[config.mk]
export PLATFORM = sky130hd
export DESIGN_NAME = data_mem_ctrl
export DESIGN_NICKNAME = d
export VERILOG_FILES = /design/src/rtl/data_mem_ctrl.sv
export SDC_FILE = /design/constraint.sdc
export NUM_CORES = 1
export LEC_CHECK = 0
export ABC_AREA = 1
export CORE_ASPECT_RATIO = 2
export CORE_MARGIN = 8
export CORE_UTILIZATION = 30
export DETAILED_ROUTE_END_ITERATION = 12
export GPL_TIMING_DRIVEN = 0
export PLACE_DENSITY = 0.78
export SLEW_MARGIN = 20
export SYNTH_ARGS = -nofsm -noshare
export SYNTH_HDL_FRONTEND = slang
export SYNTH_SLANG_ARGS = --single-unit
[constraint.sdc]
create_clock -name clk -period 2 [get_ports clk]
set_input_delay 0.5 -clock clk [delete_from_list [all_inputs] [get_ports clk]]
set_output_delay 0.5 -clock clk [all_outputs]
set_load 0.02 [all_outputs]
[src/rtl/data_mem_ctrl.sv]
// data_mem_ctrl: adapts byte/half/word core loads and stores to a sync-read word RAM,
// with sign/zero extension on loads and read-modify-write for sub-word stores.
module data_mem_ctrl #(
    parameter int ADDR_W     = 10,
    parameter bit BIG_ENDIAN = 1'b1
) (
    input  logic              clk,
    input  logic              rst,
    input  logic              core_ren,
    input  logic              core_wen,
    input  logic [1:0]        core_size,
    input  logic              core_sign,
    input  logic [31:0]       core_addr,
    input  logic [31:0]       core_wdata,
    output logic [31:0]       core_rdata,
    output logic              core_stall,
    output logic              core_addr_err,
    output logic              ram_we,
    output logic [ADDR_W-1:0] ram_addr,
    output logic [31:0]       ram_din,
    input  logic [31:0]       ram_dout
);
    typedef enum logic [1:0] {IDLE, LOAD, RMW} state_t;
    state_t state_q, state_d;
    logic is_byte, is_half, is_word, misalign, unused_addr;
    logic [1:0] lane_idx;
    logic [4:0] sh;
    logic [15:0] lane;
    logic [31:0] load_val, mask, ins, merged;

    assign ram_addr    = core_addr[ADDR_W+1:2];
    assign unused_addr = ^core_addr[31:ADDR_W+2];

    always_comb begin
        is_byte  = core_size == 2'b00;
        is_half  = core_size == 2'b01;
        is_word  = core_size[1];
        misalign = (is_half & core_addr[0]) | (is_word & |core_addr[1:0]);
        // big-endian lanes count down from the top: byte k -> lane 3-k, half at 0/2 -> lane 2/0
        lane_idx = !BIG_ENDIAN ? {core_addr[1], core_addr[0] & is_byte}
                 : is_byte ? ~core_addr[1:0] : {~core_addr[1], 1'b0};
        sh       = {lane_idx, 3'b000};
        lane     = 16'(ram_dout >> sh);
        load_val = is_byte ? {{24{core_sign & lane[7]}}, lane[7:0]}
                 : is_half ? {{16{core_sign & lane[15]}}, lane} : ram_dout;
        mask     = (is_byte ? 32'h0000_00ff : 32'h0000_ffff) << sh;
        ins      = (is_byte ? {24'b0, core_wdata[7:0]} : {16'b0, core_wdata[15:0]}) << sh;
        merged   = (ram_dout & ~mask) | ins;
        state_d       = state_q;
        ram_we        = 1'b0;
        ram_din       = 32'b0;
        core_stall    = 1'b0;
        core_addr_err = 1'b0;
        core_rdata    = 32'b0;
        unique case (state_q)
            IDLE: begin
                if ((core_wen | core_ren) & misalign) begin
                    core_addr_err = 1'b1;
                end else if (core_wen & is_word) begin
                    ram_we  = 1'b1;
                    ram_din = core_wdata;
                end else if (core_wen | core_ren) begin
                    core_stall = 1'b1;
                    state_d    = core_wen ? RMW : LOAD;
                end
            end
            LOAD: begin
                core_rdata = load_val;
                state_d    = IDLE;
            end
            RMW: begin
                ram_we  = 1'b1;
                ram_din = merged;
                state_d = IDLE;
            end
            default: state_d = IDLE;
        endcase
        // outputs are forced quiet for the whole reset window, not just after the next edge
        if (!rst) begin
            ram_we        = 1'b0;
            ram_din       = 32'b0;
            core_stall    = 1'b0;
            core_addr_err = 1'b0;
            core_rdata    = 32'b0;
        end
    end

    always_ff @(posedge clk or negedge rst) begin
        if (!rst) state_q <= IDLE;
        else      state_q <= state_d;
    end
endmodule

==> metrics <==
Worst Path Buf+Inv 4; Setup violations, final 67; Cell Area, Synth 2100 um2; Area Growth Syn to Fin 125%; cell count after synthesis 432; depth of the most critical reg-to-reg path 4; Final min period 2380 ps; combinational family with the most area after synthesis simple AND/OR/NAND/NOR gates; leakage power 2.11 nW; element type at the critical path start input pin; Clk Latency, worst-skew pair 220 ps; Synth area leaders nand2_1 (21%), a21oi_1 (15%), o21ai_0 (10%); Distinct cells, synth 26; Adder-Cell Fraction of Synth Area 0; Setup CP Type in -> out; outcome finished with violations; Fin Hold WS 259 ps; DR vias 3849; WL final 13.2 mm; Slew Viols, Final 0; R2R setup slack 710 ps; setup TNS -18360 ps; DRC 0; Sink Count 2; relative slew slack 0.648; die height 134 um; HP Class in -> async; Total Die Area 10100 um2; clk_skew 0.484 ps; Non-Filler Instances 700; YS warnings 0; Synth Area in XOR/XNOR 0; share of the synthesized area in the top cell type 0.211; syn_nets 535; Core Region 6830 um2; CP arrival 1880 ps; Filler Cell Count 633; Largest regs state_q: 2 flops; layout cells sized above 1 0.446; Tcrit/Tclk final 1.19; num ports 180; initial antenna violation count 0; # rows 43; grt ovf 0; crit-path max cell delay 190 ps; CTS root buffer clkbuf_16; worst-margin pin slew 527 ps; synthesized area per cell 4.86 um2; FF-to-FF Start state_q[1]$_DFFE_PN0P_; n_diodes 0; CP Max Fanout 9; Crit path required time 1500 ps; largest net degree at the start of global routing 11; GRT Overall Usage 0.249; post-layout net count 715; Critical Path Slowest Stage Cell nor2_8; worst-path cell chain buf_8 -> nor2_8 -> nand2_8 -> nand3_1 -> nand2_1 -> nor2_2 -> nor2_2 -> nand3_4 -> buf_12 -> buf_12 -> nor2_4 -> buf_6; compound-cell area share of the yosys netlist 0.297; vias in the first global route 4006; FMAX 421 MHz; Die X-Extent 75.1 um; failing checks setup timing; Max Cap Viol 0; VDD IR max 542 uV; simple-gate share of the synthesized area 0.491; CTS max path bufs 2; Largest register FFs 2; H-tree levels 1; sequential area share after synthesis 0.0239; port bufs 147; post-synthesis mux area share 0; Pwr Density 299 nW/um2; Critical R2R Capture state_q[1]$_DFFE_PN0P_; CTS tree done; DRT Pass-1 Iters 5; unrepaired setup endpoints after global routing true; GP Congestion 0.959; Starting Density 0.307; final hold violation count 0; post-DP HPWL 9.77 mm; Largest Register state_q; crit end category output port; CTS Buf Count 3; first-pass GRT wire length 20.0 mm; Worst-path clk slew 30 ps; Setup WS pre-CTS -1470 ps; Inst Count DP 669; CTS Hold Bufs 0; post-route setup slack -378 ps; Worst path top cell family by delay simple AND/OR/NAND/NOR gates; Routed Antenna Nets 0; wire length per cell 18.8 um; Synth Register Bits 2; Synth area leader nand2_1; DR iter-0 viols 256; Via-to-Cell Ratio 5.50
metrics by stage:
step / power, mW / utilization / area, um2
final: 1.41 / 0.690 / 4710
after global routing: 1.48 / 0.690 / 4710
after CTS: 1.37 / 0.677 / 4620
after detailed placement: 0.940 / 0.592 / 4040
after global placement: 0.939 / 0.592 / 4040
after floorplan: 0.540 / - / 2460
report_power, final:
group | internal (mW) | switching [mW] | leakage, nW
Clock | 0.254 | 0.0410 | 0.0370
Combinational | 0.459 | 0.605 | 2.04
Sequential | 0.0436 | 0.00457 | 0.0269
Total | 0.757 | 0.650 | 2.11
cell usage after synthesis (all sizes together):
master / n
a21oi: 63
o211ai: 2
nor4: 1
nand4: 32
buf: 30
clkbuf: 11
o21ai: 45
nand2: 120
nor2: 62
o22ai: 6
o31ai: 3
nand3: 13
dfrtp: 2
inv: 42
how the worst max path moves through the flow:
stage	slack [ps]	cells after the start	start	endpoint
global route	-430	12	core_size[0]	core_rdata[27]
CTS	-380	11	core_size[1]	core_rdata[22]
finish	-380	12	core_size[0]	core_rdata[27]
global placement	-1490	8	core_size[0]	ram_din[17]
detailed placement	-1470	8	core_size[0]	ram_din[22]
floorplan	-70	9	core_size[1]	core_rdata[21]
worst reg2reg max path, stage by stage (launching register included):
cell and delay [ps]:
dfrtp_1 420, nor2_2 290, clkbuf_2 300, nand2_1 90, nor2_1 120
repair_timing:
action / 4_1_cts / 5_1_grt
cloned: 7 / 0
pin swaps: 27 / 17
endpoints found under the setup margin: 69 / 67
buffers inserted: 21 / 1
hold endpoints to repair: 0 / 0
gates resized for setup: 531 / 42
layout by cell type (no fill, tap or decap), types with 3 or more instances in the layout:
cell / synthesis / routed
nand3_2: 0 / 6
dlygate4sd2_1: 0 / 21
nor2_4: 1 / 23
nor2_1: 48 / 29
o21ai_0: 42 / 18
a21oi_1: 63 / 16
inv_1: 38 / 29
clkbuf_16: 0 / 3
buf_2: 9 / 3
buf_12: 0 / 4
clkbuf_4: 0 / 4
nand2_1: 118 / 100
nand3_1: 12 / 6
nand2_2: 1 / 14
o22ai_2: 0 / 4
inv_2: 4 / 9
nor2_2: 12 / 9
clkdlybuf4s50_1: 0 / 52
o21ai_2: 2 / 4
nand2_4: 1 / 5
a21oi_4: 0 / 8
o21ai_4: 0 / 3
buf_6: 2 / 55
inv_4: 0 / 3
clkbuf_2: 0 / 6
nand4_1: 32 / 32
o21ai_1: 1 / 20
a21oi_2: 0 / 39
buf_4: 15 / 58
buf_8: 0 / 5
cells by family (layout without fill, tap and decap cells):
logic type	count (synthesis)	in the layout
buf+inv	83	260
compound gates	119	119
simple gates	228	229
flops	2	2
routing by layer:
layer  up-vias  track usage  routed length [um]
met2       243        0.392                5960
met3        55       0.0733                1440
met1      1756        0.280                4840
li1       1795            -                   -
met4         0        0.154                 914
met5         -            0                   0
cell type report:
type                       instances  area (um2)  area share
sequential                         2        50.0      0.0106
tap                               90         113      0.0239
clock buffer                       3        75.1      0.0159
buffer                            41         373      0.0791
multi-input combinational        348        2250       0.477
inverter                          42         170      0.0361
timing repair buffer             174        1680       0.357
(Power assumes the default switching activity.)
